`src/rtl/serial_frame_reader_pkg.sv`:
```
// Shared definitions for the serial frame reader: state encoding, width helpers
// and the default word size of the attached serial read buffer.
package serial_frame_reader_pkg;

    localparam int DEFAULT_BUF_SIZE = 8;

    typedef enum logic [2:0] {
        ST_IDLE     = 3'd0,
        ST_START    = 3'd1,
        ST_SETTLE   = 3'd2,
        ST_BUSY     = 3'd3,
        ST_CAPTURE  = 3'd4,
        ST_WAIT_END = 3'd5
    } state_t;

    function automatic int cnt_width(input int buf_size);
        return $clog2(buf_size + 1);
    endfunction

    function automatic int wrd_width(input int max_words);
        return $clog2(max_words + 1);
    endfunction

endpackage

```
`src/rtl/serial_frame_reader_edge.sv`:
```
// Rising-edge detector on an already synchronised level; the pulse is
// combinational so it lines up with the edge that samples the new level.
module serial_frame_reader_edge
    import serial_frame_reader_pkg::*;
(
    input  logic clk,
    input  logic rst,
    input  logic level,
    output logic rise
);

    logic level_q;

    always_ff @(posedge clk or negedge rst) begin
        if (!rst) begin
            level_q <= 1'b0;
        end else begin
            level_q <= level;
        end
    end

    assign rise = level & ~level_q;

endmodule

```
`src/rtl/serial_frame_reader.sv`:
```
// Sequencer that walks one serial read buffer through a multi-word frame,
// delivering each word with a strobe and aborting if the frame ends early.
module serial_frame_reader
    import serial_frame_reader_pkg::*;
#(
    parameter int BUF_SIZE  = DEFAULT_BUF_SIZE,
    parameter int MAX_WORDS = 4,
    parameter int CNT_W     = cnt_width(BUF_SIZE),
    parameter int WRD_W     = wrd_width(MAX_WORDS)
) (
    input  logic                sys_clk,
    input  logic                rst,
    input  logic                enable,
    input  logic                frame_active,
    input  logic [WRD_W-1:0]    cfg_words,
    input  logic [CNT_W-1:0]    cfg_last_bits,
    output logic                buf_start,
    output logic [CNT_W-1:0]    buf_read_count,
    output logic                buf_rst,
    input  logic [BUF_SIZE-1:0] buf_data,
    input  logic                buf_done,
    output logic [BUF_SIZE-1:0] word_data,
    output logic [WRD_W-1:0]    word_idx,
    output logic                word_valid,
    output logic                frame_done,
    output logic                frame_abort,
    output logic                busy
);

    localparam logic [WRD_W-1:0] MAX_WORDS_W = WRD_W'(MAX_WORDS);
    localparam logic [CNT_W-1:0] FULL_COUNT  = CNT_W'(BUF_SIZE);

    function automatic logic [WRD_W-1:0] clamp_words(input logic [WRD_W-1:0] w);
        if (w == '0) begin
            return WRD_W'(1);
        end else if (w > MAX_WORDS_W) begin
            return MAX_WORDS_W;
        end else begin
            return w;
        end
    endfunction

    function automatic logic [CNT_W-1:0] clamp_last(input logic [CNT_W-1:0] b);
        if (b == '0 || b > FULL_COUNT) begin
            return FULL_COUNT;
        end else begin
            return b;
        end
    endfunction

    state_t              state_q, state_d;
    logic [WRD_W-1:0]    words_q;
    logic [CNT_W-1:0]    last_bits_q;
    logic [WRD_W-1:0]    idx_q;
    logic [WRD_W:0]      idx_next;
    logic                last_word;
    logic                abort_q, abort_d;
    logic [BUF_SIZE-1:0] word_data_q;
    logic [WRD_W-1:0]    word_idx_q;
    logic                rise;
    logic                in_read;
    logic                latch_cfg, clear_idx, advance, capture;

    serial_frame_reader_edge u_edge (
        .clk   (sys_clk),
        .rst   (rst),
        .level (frame_active),
        .rise  (rise)
    );

    assign idx_next  = {1'b0, idx_q} + (WRD_W+1)'(1);
    assign last_word = (idx_next >= {1'b0, words_q});
    assign in_read   = (state_q == ST_START) || (state_q == ST_SETTLE) ||
                       (state_q == ST_BUSY)  || (state_q == ST_CAPTURE);

    always_comb begin
        state_d        = state_q;
        abort_d        = 1'b0;
        latch_cfg      = 1'b0;
        clear_idx      = 1'b0;
        advance        = 1'b0;
        capture        = 1'b0;
        word_valid     = 1'b0;
        frame_done     = 1'b0;
        buf_start      = (state_q == ST_START);
        busy           = (state_q != ST_IDLE);
        buf_read_count = '0;

        if (in_read) begin
            buf_read_count = last_word ? last_bits_q : FULL_COUNT;
        end

        // Losing the frame level while a word is in flight always wins,
        // including over a simultaneous buf_done or a pending capture strobe.
        if (in_read && !frame_active) begin
            abort_d   = 1'b1;
            clear_idx = 1'b1;
            state_d   = ST_IDLE;
        end else begin
            case (state_q)
                ST_IDLE: begin
                    if (rise && enable) begin
                        latch_cfg = 1'b1;
                        clear_idx = 1'b1;
                        state_d   = ST_START;
                    end
                end
                ST_START:  state_d = ST_SETTLE;
                // The buffer still shows done from the previous word here.
                ST_SETTLE: state_d = ST_BUSY;
                ST_BUSY: begin
                    if (buf_done) begin
                        capture = 1'b1;
                        state_d = ST_CAPTURE;
                    end
                end
                ST_CAPTURE: begin
                    word_valid = 1'b1;
                    advance    = 1'b1;
                    if (last_word) begin
                        frame_done = 1'b1;
                        state_d    = ST_WAIT_END;
                    end else begin
                        state_d = ST_START;
                    end
                end
                ST_WAIT_END: begin
                    if (!frame_active) begin
                        state_d = ST_IDLE;
                    end
                end
                default: state_d = ST_IDLE;
            endcase
        end
    end

    always_ff @(posedge sys_clk or negedge rst) begin
        if (!rst) begin
            state_q     <= ST_IDLE;
            abort_q     <= 1'b0;
            words_q     <= '0;
            last_bits_q <= '0;
            idx_q       <= '0;
            word_data_q <= '0;
            word_idx_q  <= '0;
        end else begin
            state_q <= state_d;
            abort_q <= abort_d;
            if (latch_cfg) begin
                words_q     <= clamp_words(cfg_words);
                last_bits_q <= clamp_last(cfg_last_bits);
            end
            if (clear_idx) begin
                idx_q <= '0;
            end else if (advance) begin
                idx_q <= idx_next[WRD_W-1:0];
            end
            if (capture) begin
                word_data_q <= buf_data;
                word_idx_q  <= idx_q;
            end
        end
    end

    assign buf_rst     = abort_q;
    assign frame_abort = abort_q;
    assign word_data   = word_data_q;
    assign word_idx    = word_idx_q;

endmodule

```
`config.mk`:
```
export PLATFORM = sky130hd
export DESIGN_NAME = serial_frame_reader
export DESIGN_NICKNAME = d
export VERILOG_FILES = /design/src/rtl/serial_frame_reader_pkg.sv /design/src/rtl/serial_frame_reader_edge.sv /design/src/rtl/serial_frame_reader.sv
export SDC_FILE = /design/constraint.sdc
export NUM_CORES = 1
export LEC_CHECK = 0
export BUFFER_PORTS_ARGS = -buffer_cell sky130_fd_sc_hd__buf_2
export CORE_MARGIN = 2
export CORE_UTILIZATION = 48
export DETAILED_ROUTE_END_ITERATION = 8
export PLACE_DENSITY = 0.75
export SLEW_MARGIN = 0
export SYNTH_ARGS = -nofsm -noshare
export SYNTH_HDL_FRONTEND = slang
export SYNTH_SLANG_ARGS = --single-unit
```
`constraint.sdc`:
```
create_clock -name sys_clk -period 2.25 [get_ports sys_clk]
set_input_delay 0.1125 -clock sys_clk [delete_from_list [all_inputs] [get_ports sys_clk]]
set_output_delay 0.1125 -clock sys_clk [all_outputs]
set_load 0.02 [all_outputs]
```
Word-level counts from Yosys, hierarchy flattened --
Cells that the tools add are included.
Word-level totals: register bits after elaboration 26, output and inout bits 21, logic and storage cells 61
Operators by class: $add $sub $neg 1, order comparisons 3, equality and inequality tests 8, multiplexer cells 26, bitwise logic cells 2, reduce and logical (&&, ||, !) cells 13
Operator list (count):
- $mux 3 | 9
- $pmux 3 s6 | 1
- $mux 1 | 13
- $mux 4 | 3
- $eq 3x2->1 const B | 2
- $eq 3x3->1 const B | 2
- $logic_not 3->1 | 2
- $ne 3x3->1 const B | 2
- $add 3x1->4 const B | 1
- $ge 4x3->1 | 1
- $gt 4x4->1 const B | 1
- $logic_not 4->1 | 1
- $logic_or 1x1->1 | 4
- $eq 3x1->1 const B | 1
- $gt 3x3->1 const B | 1
- $ne 3x2->1 const B | 1
- $reduce_and 3->1 | 1
- $reduce_bool 3->1 | 1
- $logic_and 1x1->1 | 2
- $reduce_bool 2->1 | 1
- $and 1x1->1 | 1
- $logic_not 1->1 | 1
- $not 1->1 | 1

Depth between registers and ports, before layout --
Gate-level depths: netlist of run 1.
depth after elaboration 8, mapped depth 6, gate-level depth less buffers 6

Modules after synthesis --
A second synthesis of run 1 with hierarchy kept.
Second synthesis, totals: cell total of the unflattened synthesis 121, area, all modules 1346.3 µm²
Modules (own cells, without submodules):
- serial_frame_reader | instances 1, cells each 119, area an instance 1307.5 µm²
- serial_frame_reader_edge | instances 1, cells each 2, area an instance 38.8 µm²

Worst setup path before layout of run 1 --
OpenSTA, ideal clock, no wires.
path type flip-flop to output port, start register idx_q[0], end output port buf_read_count[0], arrival 1898 ps, slack 240 ps, stages on the path, launching flop included 7, path buffers 0, cell sequence dfrtp_1 > ha_1 > xor2_1 > ha_1 > o21ai_0 > o21a_1 > nor3b_1
Between the ends: longest elaborated chain between the ends 4
RTL lines:
- from (decl) | line serial_frame_reader.sv:54 | logic [WRD_W-1:0] idx_q;
- from (signal assigned) | line serial_frame_reader.sv:156 | idx_q <= idx_next[WRD_W-1:0];
- $add 3x1->4 | line serial_frame_reader.sv:71 | assign idx_next = {1'b0, idx_q} + (WRD_W+1)'(1);
- $ge 4x3->1 | line serial_frame_reader.sv:72 | assign last_word = (idx_next >= {1'b0, words_q});
- $mux 4 | line serial_frame_reader.sv:90 | buf_read_count = last_word ? last_bits_q : FULL_COUNT;
- $mux 4 | line serial_frame_reader.sv:89 | if (in_read) begin
- to (decl) | line serial_frame_reader.sv:18 | output logic [CNT_W-1:0] buf_read_count,
No other way between the ends.

Final worst setup path of run 1 --
start register idx_q[1], end output port buf_read_count[1]
The elaborated chain is that of the path after synthesis.

==> impl_metrics.toml, run 1 <==
[placed_design]
dp.cells = 184
pre_cts_ws_ns = 0.2665
place_area_um2 = 1584
dp_hpwl_um = 1894
placement.io_buffers = 40
place_congestion = 0.7684

[synthesis]
synth_warnings = 0
synthesis.nets = 142
syn_inst = 118
ys_ff_latch = 26
avgSynthCellArea_um2 = 11.76
ys_types = 38
yosysSeqAreaShare_pct = 46.89
synth_flop_cell = "dfrtp_1"
synth_edf_count = 0
syn_area_um2 = 1388
synth-async-reset-ratio_pct = 100.0

[global_routing]
grt_pass1_wl_um = 4478
grt_max_degree = 27
grt_pass1_vias = 1007
gr-total-overflow = 0
grt_usage_pct = 17.73
antenna_found_initial = 0

[floorplan]
die_h_um = 57.77
dieArea_um2 = 3337
rows = 19
die_x_um = 57.77
core_um2 = 2758
start_util_pct = 50.32
io-pin-count = 41

[clocking]
cts_tree = "done"
numCtsBuffers = 3
clockRootBuffer = "clkbuf_4"
clk-insertion-delay-late_ns = 0.33
cts_buffer_depth = 2
cts_sinks = 26
htree_levels = 1
clkTransAtPathRegs_ns = 0.14

[setup_path]
path_max_fanout = 5
slowest_stage = "dfrtp_1"
crit_type = "flop to output port"
required_ns = 2.14
cp-end-kind = "output port"
rrSetupSlack_ns = 0.60
crit_arrival_ns = 2.08
startpoint_type = "flop"
crit_chain = "ha_4 -> xor2_1 -> ha_1 -> o21ai_2 -> o21a_4 -> nor3b_4 -> buf_6"
slowest_delay_ns = 0.44

[sta]
setup_violations = 0
maxSlewHeadroom_pct = 60.98
fin_skew_ns = 0.006291
clock.fmax_mhz = 456.3
drv_slew = 0
fin_crit_sh_pct = 97.41
fin_ws_ns = 0.05833
finalCriticalPeriod_ns = 2.192
hold_violations = 0
worst_slew_pin_slew_ns = 0.5853

[flow_run]
drv_cap = 0

[cells_and_area]
layoutNonFillerInstCount = 197
num-fill-cells = 211
fin_area_um2 = 1784
antenna-diode-count = 0
area_growth_pct = 28.58
utilization_pct = 64.70
final_nets = 191
final_common_cell = "buf_2"
drive_gt1_share_pct = 48.19
layout_common_cells = "buf_2, dfrtp_1, mux2_2"

[pwr]
totalPowerFinal_mw = 1.330
power_density_nw_per_um2 = 745.3
vdd.ir_drop.worst_uv = 574.8
p_leak_nw = 0.9437

[routing]
first_pass_iters = 4
drt_wl_total_um = 2934
routed_via_density = 5.477
vias = 1079
ant_nets = 0
post-route-drc-count = 0
avgRoutedWirePerCell_um = 14.89
drt_iter0_drc = 19

[hold_path]
hp-class = "input pin to flop"

[outcome]
status = "finished clean"
-- per-layer routing --
metal  global-route usage [%]  wire [µm]  part of all wire (%)  vias up
met5                        0          0                     0        -
met4                    6.977         32                   1.1        0
met3                    2.679         66                   2.2        4
met2                    31.01       1588                    54       19
met1                    21.98       1247                    43      540
li1                         -          -                     -      516
-- repair_timing --
item,4_1_cts,5_1_grt
setup endpoints to repair,5,4
resized for setup,7,9
buffers inserted,2,0
endpoints found under the hold margin,27,5
hold buffers,2,5
pin swaps,1,2
-- cell families (layout without fill, tap and decap cells) --
kind of cell,count (synthesis),count (layout),synth area share (%)
AO/OA/AOI/OAI,21,21,10.19
flip-flops,26,26,46.89
AND/OR/NAND/NOR,36,36,17.67
buffers and inverters,12,60,5.229
multiplexers,18,18,15.78
XOR/XNOR,1,1,0.6313
adder cells (fa/ha/maj),4,4,3.607
-- cell type report --
| cell class | instances | area, µm² | share of cell area [%] |
|---|---|---|---|
| well taps | 31 | 38.79 | 2.174 |
| inverters | 6 | 22.52 | 1.262 |
| clock inverters | 1 | 30.03 | 1.683 |
| repair buffers | 50 | 304.0 | 17.04 |
| flip-flops and latches | 26 | 651.9 | 36.54 |
| multi-input cells | 80 | 714.4 | 40.04 |
| clock buffers | 3 | 22.52 | 1.262 |
-- state kept, by name (all words and copies together) (netlist names) --
signal,cells
word_data,8
last_bits_q,4
idx_q,3
state_q,3
word_idx,3
words_q,3
buf_rst,1
u_edge.level_q,1
-- cells in the mapped netlist (2+ instances only) --
| library cell | number | area [µm²] |
|---|---|---|
| buf_4 | 3 | 22.52 |
| mux2_4 | 5 | 75.07 |
| buf_6 | 2 | 22.52 |
| mux2_2 | 11 | 123.9 |
| inv_1 | 6 | 22.52 |
| nand3_1 | 2 | 10.01 |
| nand2_1 | 3 | 11.26 |
| nor2b_1 | 5 | 31.28 |
| o21ai_0 | 6 | 30.03 |
| nand2b_1 | 4 | 25.02 |
| o22ai_1 | 3 | 18.77 |
| a21oi_1 | 3 | 15.01 |
| nor3b_1 | 6 | 45.04 |
| mux2i_1 | 2 | 20.02 |
| dfrtp_1 | 26 | 650.6 |
| nor2_1 | 6 | 22.52 |
| ha_1 | 4 | 50.05 |
-- metrics by stage --
| step | TNS (ns) | hold WS [ns] |
|---|---|---|
| finish | 0 | 0.009937 |
| global route | -0.02051 | 0.004103 |
| CTS | 0 | 0.001696 |
| detailed placement | 0 | 0.1429 |
| global placement | 0 | 0.1374 |
| floorplan | 0 | -0.1831 |
-- where the power goes --
group          leakage, nW  internal (mW)  switching [mW]  total (mW)
logic                0.575          0.194           0.214       0.408
clock network       0.0279          0.180           0.141       0.321
registers            0.341          0.544          0.0568       0.601
total                0.944          0.919           0.411        1.33
-- path summary, 6_finish.rpt --
check,from,endpoint,cells past startpoint
hold reg to reg,word_idx[0],word_idx[0],1
setup / recovery,idx_q[1],buf_read_count[1],7
setup reg to reg,state_q[1],word_idx[2],4
max in group asynchronous,rst,idx_q[0],2
min in group asynchronous,rst,last_bits_q[2],2
hold / removal,buf_data[5],word_data[5],2
-- worst max-delay path: cells and delay by family, from the launching register on --
| kind | cells | cell delay [ns] |
|---|---|---|
| compound gates | 2 | 0.30 |
| xor+xnor | 1 | 0.14 |
| fa+ha+maj | 2 | 0.48 |
| buf+inv | 1 | 0.15 |
| flops | 1 | 0.44 |
| simple gates | 1 | 0.23 |
No activity file was read; power rests on OpenSTA's default activity.
==> inputs of run 2 (changes only) <==
==> constraint.sdc (replaced) <==
create_clock -name sys_clk -period 2.1 [get_ports sys_clk]
set_input_delay 0.105 -clock sys_clk [delete_from_list [all_inputs] [get_ports sys_clk]]
set_output_delay 0.105 -clock sys_clk [all_outputs]
set_load 0.02 [all_outputs]
==> run 2 against run 1 <==
The run now ends with negative setup slack left. Die area unchanged. Clock-buffer cell count unchanged. Utilization is 1.5 points higher.
==> impl_metrics.toml, run 2 (synthesized netlist as in run 1, its figures left out) <==
[clocking]
clockRootBuffer = "clkbuf_4"
cts_sinks = 26
cts_tree = "done"
clkTransAtPathRegs_ns = 0.14
numCtsBuffers = 3
htree_levels = 1
clk-insertion-delay-late_ns = 0.33
cts_buffer_depth = 2

[sta]
fin_ws_ns = -0.05246
drv_slew = 0
holdWs_ns = 0.03161
worst_slew_pin_slew_ns = 0.5683
maxSlewHeadroom_pct = 62.11
rsz0062_at_grt = "true"
tns_ns = -0.09858
finalCriticalPeriod_ns = 2.152
hold_violations = 0
fin_crit_sh_pct = 102.5
clock.fmax_mhz = 464.6
setup_violations = 3
fin_skew_ns = 0.007495

[hold_path]
min_from = "cfg_words[2]"
hold_depth = 2
hp-class = "input pin to flop"
hold_end = "words_q[2]"

[routing]
drt_wl_total_um = 3041
vias = 1104
drt_iter0_drc = 16
avgRoutedWirePerCell_um = 14.98
first_pass_iters = 4
ant_nets = 0
post-route-drc-count = 0
routed_via_density = 5.438

[pwr]
power_density_nw_per_um2 = 779.7
p_leak_nw = 0.9668
vdd.ir_drop.worst_uv = 555.4

[cells_and_area]
drive_gt1_share_pct = 48.26
layout_common_cells = "buf_2, dfrtp_1, mux2_2"
final_common_cell = "buf_2"
largest_reg_flops = 8
area_growth_pct = 31.47
num-fill-cells = 216
final_nets = 197
antenna-diode-count = 0

[setup_path]
crit_family = "adder cells"
rrSetupSlack_ns = 0.48
path_max_fanout = 5
startpoint_type = "flop"
crit_type = "flop to output port"
slowest_delay_ns = 0.41
crit_arrival_ns = 2.05
rr_startpoint = "state_q[1]"
crit_buf_inv = 1
crit_chain = "ha_2 -> xor2_1 -> ha_1 -> o21ai_2 -> o21a_4 -> nor3b_2 -> buf_4"
r2r_end = "word_data[2]"
slowest_stage = "dfrtp_1"
required_ns = 2.00
cp-end-kind = "output port"
rr_worst_depth = 4

[flow_run]
drv_cap = 0

[floorplan]
dieArea_um2 = 3337
die_x_um = 57.77
rows = 19
die_h_um = 57.77
start_util_pct = 50.32
core_um2 = 2758
io-pin-count = 41

[outcome]
status = "finished with violations"
violations = "negative setup slack"

[placed_design]
placement.io_buffers = 40
place_congestion = 0.8035
pre_cts_ws_ns = 0.2137
dp_hpwl_um = 1994

[global_routing]
antenna_found_initial = 0
grt_max_degree = 27
grt_usage_pct = 19.08
grt_pass1_vias = 1058
grt_pass1_wl_um = 4836
gr-total-overflow = 0
run 2: worst reg2reg max path, stage by stage, from the launching register on:
cell     delay (ns)
dfrtp_1        0.68
nand3_1        0.17
nor2_1         0.12
buf_4          0.20
mux2_2         0.35
run 2: per-stage QoR:
step	total power, mW	util [%]	area [µm²]	cells
2_1_floorplan	0.9118	-	1388	118
3_3_place_gp	1.013	57.71	1592	185
3_5_place_dp	1.031	57.71	1592	185
4_1_cts	1.414	64.16	1769	199
5_1_grt	1.499	66.15	1824	203
6_report	1.422	66.15	1824	203
run 2: routing by layer:
layer | wire [µm] | vias to the layer above | share of wire, % | track usage [%]
met3 | 84 | 5 | 2.8 | 2.679
met1 | 1250 | 550 | 41 | 22.93
met4 | 44 | 0 | 1.4 | 7.973
met5 | 0 | - | 0 | 0
li1 | - | 529 | - | -
met2 | 1661 | 20 | 55 | 34.09
run 2: worst max path at each step:
stage	start	end	slack [ns]	cells after the start
global route	idx_q[0]	buf_read_count[1]	-0.14	7
floorplan	idx_q[0]	buf_read_count[0]	0.1	6
finish	idx_q[0]	buf_read_count[1]	-0.05	7
CTS	idx_q[1]	buf_read_count[2]	-0.03	7
global placement	idx_q[1]	buf_read_count[1]	0.25	7
detailed placement	idx_q[1]	buf_read_count[2]	0.21	7
run 2: power breakdown:
| group | leakage, nW | internal [mW] | switching [mW] | total [mW] |
|---|---|---|---|---|
| Sequential | 0.343 | 0.583 | 0.0611 | 0.644 |
| Combinational | 0.596 | 0.209 | 0.224 | 0.433 |
| Clock | 0.0279 | 0.193 | 0.153 | 0.346 |
run 2: cell type report:
cell class                      instances  area (µm²)  share of cell area [%]
Multi-Input combinational cell         80       704.4                   38.61
Sequential cell                        26       650.6                   35.67
Timing Repair Buffer                   56       355.3                   19.48
Tap cell                               31       38.79                   2.126
Clock inverter                          1       30.03                   1.646
Clock buffer                            3       22.52                   1.235
Inverter                                6       22.52                   1.235
run 2: repair_timing:
action,in CTS,in global routing
hold buffers,8,2
hold endpoints to repair,33,2
buffers inserted,2,2
resized for setup,10,5
pin swaps,6,4
setup endpoints to repair,5,5
